### src/rtl/bp_pkg.sv
// ============================================================================
// bp_pkg : shared counter types, state encoding and saturating-counter helper
// Rev 1.0
// ============================================================================
`default_nettype none

package bp_pkg;

  typedef logic [1:0] ctr_t;

  localparam ctr_t CTR_SNT = 2'b00;
  localparam ctr_t CTR_WNT = 2'b01;
  localparam ctr_t CTR_WT  = 2'b10;
  localparam ctr_t CTR_ST  = 2'b11;

  typedef enum logic [0:0] {
    ST_INIT = 1'b0,
    ST_RUN  = 1'b1
  } state_t;

  function automatic ctr_t ctr_next(ctr_t c, logic taken);
    if (taken)
      return (c == CTR_ST) ? CTR_ST : ctr_t'(c + 2'd1);
    else
      return (c == CTR_SNT) ? CTR_SNT : ctr_t'(c - 2'd1);
  endfunction

endpackage

`default_nettype wire

### src/rtl/bp_bht_if.sv
// ============================================================================
// bp_bht_if : fetch/execute side bundle of the branch history table
// Rev 1.0
// ============================================================================
`default_nettype none

interface bp_bht_if #(
  parameter int IDX_W  = 8,
  parameter int HIST_W = 8
);
  logic              lookup_valid;
  logic [IDX_W-1:0]  addr;
  logic              ready;
  logic              pred_valid;
  logic              pred_taken;
  logic [IDX_W-1:0]  pred_idx;
  logic [HIST_W-1:0] pred_ghr;
  logic              upd_valid;
  logic [IDX_W-1:0]  upd_idx;
  logic              upd_taken;
  logic              upd_mispredict;
  logic [HIST_W-1:0] upd_ghr;

  modport master (
    output lookup_valid, addr, upd_valid, upd_idx, upd_taken, upd_mispredict, upd_ghr,
    input  ready, pred_valid, pred_taken, pred_idx, pred_ghr
  );

  modport slave (
    input  lookup_valid, addr, upd_valid, upd_idx, upd_taken, upd_mispredict, upd_ghr,
    output ready, pred_valid, pred_taken, pred_idx, pred_ghr
  );
endinterface

`default_nettype wire

### src/rtl/bp_ctr_ram.sv
// ============================================================================
// bp_ctr_ram : 2^IDX_W x 2-bit counter store, sync read of counter MSB,
//              read-modify-write port with write-first bypass.  Rev 1.0
// ============================================================================
`default_nettype none

module bp_ctr_ram
  import bp_pkg::*;
#(
  parameter int IDX_W = 8
) (
  input  logic             clk,
  input  logic             re,
  input  logic [IDX_W-1:0] raddr,
  output logic             rd_taken,
  input  logic             we,
  input  logic [IDX_W-1:0] waddr,
  input  logic             wload,
  input  ctr_t             wval,
  input  logic             wtaken
);
  localparam int DEPTH = 1 << IDX_W;

  ctr_t mem [DEPTH];
  ctr_t wnew;

  // wload selects a plain store (init sweep) over the saturating step (update)
  always_comb begin
    wnew = wload ? wval : ctr_next(mem[waddr], wtaken);
  end

  always_ff @(posedge clk) begin
    if (we)
      mem[waddr] <= wnew;
    if (re)
      rd_taken <= (we && (waddr == raddr)) ? wnew[1] : mem[raddr][1];
  end

endmodule

`default_nettype wire

### src/rtl/bp_bht.sv
// ============================================================================
// bp_bht : 2-bit saturating branch history table, optional gshare indexing,
//          self-initialising sweep after reset.  Rev 1.0
// ============================================================================
`default_nettype none

module bp_bht
  import bp_pkg::*;
#(
  parameter int   IDX_W    = 8,
  parameter int   GSHARE   = 0,
  parameter int   HIST_W   = 8,
  parameter ctr_t CTR_INIT = 2'b01
) (
  input  logic       clk,
  input  logic       rst_n,
  bp_bht_if.slave    bus
);
  state_t            state, state_nxt;
  logic [IDX_W-1:0]  ptr, ptr_nxt;
  logic [HIST_W-1:0] ghr, ghr_nxt, ghr_spec, ghr_recov;
  logic [IDX_W-1:0]  lk_idx;
  logic              run, accept, upd_en;
  logic              pv;
  logic [IDX_W-1:0]  pidx;
  logic [HIST_W-1:0] pghr;
  logic              rd_taken;
  logic              pred_taken;

  assign run    = (state == ST_RUN);
  assign accept = run & bus.lookup_valid;
  assign upd_en = run & bus.upd_valid;

  generate
    if (GSHARE != 0) begin : g_gshare
      assign lk_idx = bus.addr ^ IDX_W'(ghr);
    end else begin : g_bimodal
      assign lk_idx = bus.addr;
    end
  endgenerate

  // Init sweep state machine
  always_ff @(posedge clk) begin
    if (!rst_n) begin
      state <= ST_INIT;
      ptr   <= '0;
    end else begin
      state <= state_nxt;
      ptr   <= ptr_nxt;
    end
  end

  always_comb begin
    state_nxt = state;
    ptr_nxt   = ptr;
    case (state)
      ST_INIT: begin
        ptr_nxt = ptr + IDX_W'(1);
        if (ptr == {IDX_W{1'b1}})
          state_nxt = ST_RUN;
      end
      ST_RUN:  state_nxt = ST_RUN;
      default: state_nxt = ST_INIT;
    endcase
  end

  bp_ctr_ram #(.IDX_W(IDX_W)) u_ram (
    .clk      (clk),
    .re       (accept),
    .raddr    (lk_idx),
    .rd_taken (rd_taken),
    .we       (~run | upd_en),
    .waddr    (run ? bus.upd_idx : ptr),
    .wload    (~run),
    .wval     (CTR_INIT),
    .wtaken   (bus.upd_taken)
  );

  always_ff @(posedge clk) begin
    if (!rst_n) begin
      pv   <= 1'b0;
      pidx <= '0;
      pghr <= '0;
    end else begin
      pv <= accept;
      if (accept) begin
        pidx <= lk_idx;
        pghr <= ghr;
      end
    end
  end

  assign pred_taken = pv & rd_taken;

  generate
    if (HIST_W == 1) begin : g_hist1
      assign ghr_spec  = pred_taken;
      assign ghr_recov = bus.upd_taken;
    end else begin : g_histn
      assign ghr_spec  = {ghr[HIST_W-2:0], pred_taken};
      assign ghr_recov = {bus.upd_ghr[HIST_W-2:0], bus.upd_taken};
    end
  endgenerate

  // Mispredict recovery overrides the speculative shift of the same cycle
  always_comb begin
    ghr_nxt = ghr;
    if (upd_en && bus.upd_mispredict)
      ghr_nxt = ghr_recov;
    else if (pv)
      ghr_nxt = ghr_spec;
  end

  always_ff @(posedge clk) begin
    if (!rst_n)
      ghr <= '0;
    else
      ghr <= (GSHARE != 0) ? ghr_nxt : '0;
  end

  assign bus.ready      = run;
  assign bus.pred_valid = pv;
  assign bus.pred_taken = pred_taken;
  assign bus.pred_idx   = pidx;
  assign bus.pred_ghr   = pghr;

endmodule

`default_nettype wire

### src/flat_wrapper.sv
// flat-port wrapper written by rule: the top's interface ports become plain ports
module bp_bht_flat import bp_pkg::*;
#(
  parameter int   IDX_W    = 8,
  parameter int   GSHARE   = 0,
  parameter int   HIST_W   = 8,
  parameter ctr_t CTR_INIT = 2'b01
)
  (clk, rst_n, bus_lookup_valid, bus_addr, bus_upd_valid, bus_upd_idx, bus_upd_taken, bus_upd_mispredict, bus_upd_ghr, bus_ready, bus_pred_valid, bus_pred_taken, bus_pred_idx, bus_pred_ghr);
  bp_bht_if #(.IDX_W(IDX_W), .HIST_W(HIST_W)) bus_i ();
  input  logic clk;
  input  logic rst_n;
  input wire logic [$bits(bus_i.lookup_valid)-1:0] bus_lookup_valid;
  input wire logic [$bits(bus_i.addr)-1:0] bus_addr;
  input wire logic [$bits(bus_i.upd_valid)-1:0] bus_upd_valid;
  input wire logic [$bits(bus_i.upd_idx)-1:0] bus_upd_idx;
  input wire logic [$bits(bus_i.upd_taken)-1:0] bus_upd_taken;
  input wire logic [$bits(bus_i.upd_mispredict)-1:0] bus_upd_mispredict;
  input wire logic [$bits(bus_i.upd_ghr)-1:0] bus_upd_ghr;
  output wire logic [$bits(bus_i.ready)-1:0] bus_ready;
  output wire logic [$bits(bus_i.pred_valid)-1:0] bus_pred_valid;
  output wire logic [$bits(bus_i.pred_taken)-1:0] bus_pred_taken;
  output wire logic [$bits(bus_i.pred_idx)-1:0] bus_pred_idx;
  output wire logic [$bits(bus_i.pred_ghr)-1:0] bus_pred_ghr;
  assign bus_i.lookup_valid = bus_lookup_valid;
  assign bus_i.addr = bus_addr;
  assign bus_i.upd_valid = bus_upd_valid;
  assign bus_i.upd_idx = bus_upd_idx;
  assign bus_i.upd_taken = bus_upd_taken;
  assign bus_i.upd_mispredict = bus_upd_mispredict;
  assign bus_i.upd_ghr = bus_upd_ghr;
  assign bus_ready = bus_i.ready;
  assign bus_pred_valid = bus_i.pred_valid;
  assign bus_pred_taken = bus_i.pred_taken;
  assign bus_pred_idx = bus_i.pred_idx;
  assign bus_pred_ghr = bus_i.pred_ghr;
  bp_bht #(.IDX_W(IDX_W), .GSHARE(GSHARE), .HIST_W(HIST_W), .CTR_INIT(CTR_INIT)) u_core (.clk(clk), .rst_n(rst_n), .bus(bus_i));
endmodule
### config.mk
export PLATFORM = sky130hd
export DESIGN_NAME = bp_bht_flat
export DESIGN_NICKNAME = d
export VERILOG_FILES = /design/src/rtl/bp_pkg.sv /design/src/rtl/bp_bht_if.sv /design/src/rtl/bp_ctr_ram.sv /design/src/rtl/bp_bht.sv /design/src/flat_wrapper.sv
export SDC_FILE = /design/constraint.sdc
export NUM_CORES = 1
export LEC_CHECK = 0
export ABC_AREA = 1
export ABC_CLOCK_PERIOD_IN_PS = 20700
export CORE_UTILIZATION = 50
export DETAILED_ROUTE_END_ITERATION = 16
export MAX_ROUTING_LAYER = met4
export PLACE_DENSITY_LB_ADDON = 0.12
export SLEW_MARGIN = 15
export SYNTH_ARGS = -nofsm -noshare
export SYNTH_HDL_FRONTEND = slang
export SYNTH_SLANG_ARGS = --single-unit
### constraint.sdc
create_clock -name clk -period 20.7 [get_ports clk]
set_input_delay 3.105 -clock clk [delete_from_list [all_inputs] [get_ports clk]]
set_output_delay 3.105 -clock clk [all_outputs]
set_load 0.02 [all_outputs]
# Word level (Yosys, flattened, before mapping)
# Memory sizes are Yosys's and may differ from the RTL's.
# Cells that the tools add are included.
# W data, S select, Z words.
# word_totals
wordCells	29
memories	1
output_inout_bits	19
mem_bits_rw	512
inputBits	30
reg_bits	19
# classes
bitwise	5
n_eq_ne	3
n_reduce_logical	2
n_addsub	3
mux	10
# mem_list
memory	depth	word_bits	read_ports	rd_clocked_by_memory_dff	write_ports	line	source
u_core.u_ram.mem	256	2	2	0	1	bp_ctr_ram.sv:24	ctr_t mem [DEPTH];
# ops
cell	count
$add A8 B1 Y8 const B	1
$eq A8 B8 Y1	1
$eq A8 B8 Y1 const B	1
$mux W2	4
$mux W8	1
$mux W1	4
$and A1 B1 Y1	3
$add A2 B1 Y2 const B	1
$eq A2 B2 Y1 const B	1
$logic_not A2 Y1	1
$pmux W1 S2	1
$sub A2 B1 Y2 const B	1
$logic_and A1 B1 Y1	1
$not A1 Y1	1
$or A1 B1 Y1	1

# Depth between registers and ports, before layout
# An unclocked memory read counts as a cell.
# depth
ltp_word	7
depth_mapped	21
ltp_nobuf	18

# Cells and area by module
# A second synthesis with hierarchy kept.
# hier_totals
cells_unflattened	2762
area_unflattened_um2	25099.1
# by_module_without_submodules
mod	area_per_inst_um2	cells_per_inst	seq_area_each_um2	n_inst
bp_ctr_ram	24215.7	2628	15404.8	1
bp_bht	883.3	134	360.3	1

# Worst setup path before layout
# No wires, ideal clock.
# synth_timing
path_kind	input to register
from	input port bus_upd_idx[1]
to	memory u_core.u_ram.mem[0][0] (netlist name), data pin
slack_ns	11.635
required_time_ns	19.186
n_path_buf	2
setup_ns	1.514
stages	16
arrival_ns	7.551
cell_sequence	nand2_1 > inv_2 > nor2_8 > buf_4 > buf_4 > nand3_1 > nand3_1 > nand2_1 > o21ai_0 > nand2_1 > o21ai_1 > nand2_1 > nor2_1 > nand2_1 > nand2_1 > nand3_1
# synth_between
elab_chain_len	6
word_cells_on_any_way	10
cone_classes	add/sub: 2; eq/ne: 1; mux: 5; reduce/logical: 1; memory: 1
# synth_rtl
item	line	source
start, declared	flat_wrapper.sv:16	input wire logic [$bits(bus_i.upd_idx)-1:0] bus_upd_idx;
$mux W8 (*)	bp_bht.sv:73	.waddr (run ? bus.upd_idx : ptr),
$mem_v2 Z256 W2 (*)	--	
$sub A2 B1 Y2, or another cell as far along	bp_pkg.sv:25	return (c == CTR_SNT) ? CTR_SNT : ctr_t'(c - 2'd1);
$mux W2 (on tied branches)	bp_pkg.sv:25, bp_pkg.sv:23	
$mux W2 (*)	bp_pkg.sv:22	if (taken)
$mux W2 (*)	bp_ctr_ram.sv:29	wnew = wload ? wval : ctr_next(mem[waddr], wtaken);
via u_core.u_ram.wnew[0]	bp_ctr_ram.sv:25	ctr_t wnew;
end, declared	bp_ctr_ram.sv:24	
# The timed path passes the listed nets; every way through them passes the cells marked *.

# Worst setup path after layout
# layout_timing
from	input port bus_upd_idx[0]
to	memory u_core.u_ram.mem[124][0] (netlist name), data pin
# Same word-level chain as after synthesis.

==> reports/qor.txt <==
Drt total wl -> 83500 µm
Grt ovf -> 0
Post-synth top area share -> 0.6049
Hold Vio Cnt, Final -> 0
Row count -> 82
Layout area overhead -> 10.27%
R2r startpoint -> u_core.bus.ready$_SDFF_PN0_
Post-place setup slack -> 11170 ps
Worst Reg-to-Reg Cells -> 20
Status -> finished clean
Worst Slack Setup Final -> 11650 ps
DR pass1 iterations -> 6
Crit path arrival time -> 9350 ps
Mapped Avg Cell Area -> 9.111 µm²
Hold-fix buffers, CTS -> 0
Worst min-delay path category -> flop to flop
Via density -> 6.132
Worst Hold Path EP -> u_core.bus.ready$_SDFF_PN0_
Num CTS Buffers -> 57
Post-detail-place hpwl -> 44490 µm
Pin count of the biggest net entering global routing -> 158
Die width -> 227.7 µm
Postcts setup bufs -> 0
I/O Pins -> 49
Hold Path Stages -> 2
Core Area -> 50170 µm²
Critical path data required time -> 20990 ps
Total track usage -> 0.3324
Hold path start -> u_core.ptr[6]$_SDFFE_PN0N_
Kind of critical path -> input port to flop
CTS clk-pin slew, worst paths -> 60 ps
Post-route antenna net violation count -> 0
Final #Nets -> 2772
Fill count -> 4456
Die Y -> 227.7 µm
Final Wtd Congestion -> 0.9194
Area of the multi-input gates -> 8394 µm²
Syn Inst Count -> 2795
VDD IR max -> 0.06342 mV
Register area share after synthesis -> 0.6191
Setup Skew -> 20.86 ps
First-pass GRT wire length -> 121200 µm
Number of port buffers -> 31
Worst-Margin Slew -> 1236 ps
Worst-Skew Late Latency -> 630 ps
Fraction of layout cells with a size suffix above 1 -> 0.05741
Seq. cell area -> 15770 µm²
Library cells used by synthesis -> 36
H-tree depth -> 2
Worst relative slew slack -> 0.1737
Util after Layout -> 0.5597
Area contributors post-synth -> edfxtp_1 (60%), nand2_1 (9.7%), nor2_1 (8.7%)
Most common cell after layout, fill and taps aside -> nand2_1
DRT iter0 DRCs -> 3212
DRC errors left -> 0
Most frequent cells in the layout -> nand2_1 (652), nor2_1 (586), edfxtp_1 (513)
CP max FO -> 95
Peak Freq -> 110.4 MHz
Initial Util -> 0.5076
Post-CTS Resized -> 0
#FFs+latches synth -> 531
CTS tree -> done
Cell accounting for the most synthesized area -> edfxtp_1
Drt wl/cell -> 24.14 µm
Number of global-route vias before repair -> 19480
Initial antenna violation count -> 0
Period utilization -> 0.4374
RSZ-0062 raised after global routing -> false
Flop2flop setup slack -> 13790 ps
Fin crit period -> 9055 ps
Syn Std Cell Area -> 25470 µm²
Syn. warnings -> 0
Clock Path Buffers -> 3
Crit start category -> input port
Power Dens Cells -> 87.44 nW/µm²
Clk root buf -> clkbuf_16
Final max-slew violation count -> 0
Max cap viols -> 0
Leak pwr -> 0.01034 µW
Die area -> 51840 µm²
CP Capture Type -> flop
Fin Setup TNS -> 0 ps
Final setup fails -> 0
# diodes -> 0
Via count -> 21210
Reg2reg end -> u_core.u_ram.mem[89][1]$_DFFE_PP_
Clk sinks -> 531
-- where the power goes --
group	internal [µW]	switching (µW)	leakage, µW
Combinational	55.2	171	0.00452
Clock	638	429	0.000936
Sequential	1160	0.741	0.00488
-- cells by family (layout without fill, tap and decap cells) --
kind of cell / count (synthesis) / in the layout / synth area share
adders and majority gates: 1 / 1 / 0.0004912
and+or+nand+nor: 1605 / 1605 / 0.2568
xor gates and xnor gates: 3 / 3 / 0.001032
AOI/OAI and AO/OA: 319 / 319 / 0.06716
DFF: 531 / 531 / 0.6191
buffers and inverters: 335 / 320 / 0.05532
other: 1 / 8 / 0.0001473
-- cell type report --
class,count,area share
sequential,531,0.5614
timing repair buffer,69,0.02134
clock inverter,31,0.01479
tap,672,0.02994
inverter,146,0.01974
multi-input combinational,1936,0.2989
clock buffer,74,0.05383
-- per-layer routing --
metal  up-vias  track usage  share of wire
met2      1436       0.4985           0.44
met5         -            -              0
met4         0       0.1515          0.048
met1     10190       0.4455           0.39
met3       287      0.05348           0.12
li1       9300            -              -
-- critical path: stages --
cell and delay (ps):
clkdlybuf4s50_1 550, inv_1 60, nand2_1 150, nand2_4 500, nor2_4 520, buf_4 610
nand2_1 110, nand3_1 120, nand2_1 60, nand2_1 90, nor2_1 90, nor2_1 250
nor2_1 80, nand2_1 180, nor2_1 70, nand3_1 140, nand2_1 120, nand3_4 560
buf_4 880, buf_4 820
-- per-stage QoR --
| stage | std cells | power [µW] | instance area [µm²] | hold slack (ps) |
|---|---|---|---|---|
| floorplan | 2802 | 1322 | 25490 | 470.2 |
| global route | 3459 | 2513 | 28080 | 547.1 |
| global placement | 3354 | 1401 | 26150 | 487.8 |
| detailed placement | 3354 | 1403 | 26150 | 509.8 |
| finish | 3459 | 2455 | 28080 | 516.3 |
| CTS | 3459 | 2455 | 28080 | 519.8 |
-- state kept, by name, summed over array words and instances (netlist names) --
register               flops
u_core.bus.pred_valid      1
u_core.bus.pred_idx        8
u_core.u_ram.rd_taken      1
u_core.u_ram.mem         512
u_core.ptr                 8
u_core.bus.ready           1
-- worst max path at each step --
| stage | to | slack, ps | start | cells past startpoint |
|---|---|---|---|---|
| global route | u_core.u_ram.mem[42][0]$_DFFE_PP_ | 11480 | bus_upd_idx[0] | 20 |
| CTS | u_core.u_ram.mem[44][0]$_DFFE_PP_ | 11820 | bus_upd_idx[0] | 20 |
| floorplan | u_core.u_ram.mem[0][0]$_DFFE_PP_ | 11630 | bus_upd_idx[1] | 16 |
| detailed placement | u_core.u_ram.mem[43][0]$_DFFE_PP_ | 11170 | bus_upd_idx[0] | 20 |
| finish | u_core.u_ram.mem[124][0]$_DFFE_PP_ | 11650 | bus_upd_idx[0] | 20 |
| global placement | u_core.u_ram.mem[108][1]$_DFFE_PP_ | 11130 | bus_upd_idx[0] | 20 |
-- Yosys cell counts --
cell / number
o211ai_1: 2
o21a_1: 1
ha_1: 1
a221oi_1: 2
nand4_1: 1
or2_2: 2
o21ai_0: 186
xor2_1: 2
nor2_1: 587
nor4_1: 1
a21o_1: 1
nor2_8: 1
edfxtp_1: 513
buf_1: 7
o21ai_1: 41
and2_1: 1
conb_1: 1
nor2_2: 6
inv_2: 5
o21ai_2: 4
o22ai_1: 65
a21oi_1: 17
buf_6: 2
nand2_1: 659
nand2_4: 1
nor2_4: 4
nand2_2: 4
inv_1: 140
clkinv_1: 1
nand3_1: 331
clkbuf_1: 101
xnor2_1: 1
dfxtp_1: 18
buf_4: 15
buf_2: 64
nor3_1: 7
Note: power is estimated with default switching activity, not from simulation.
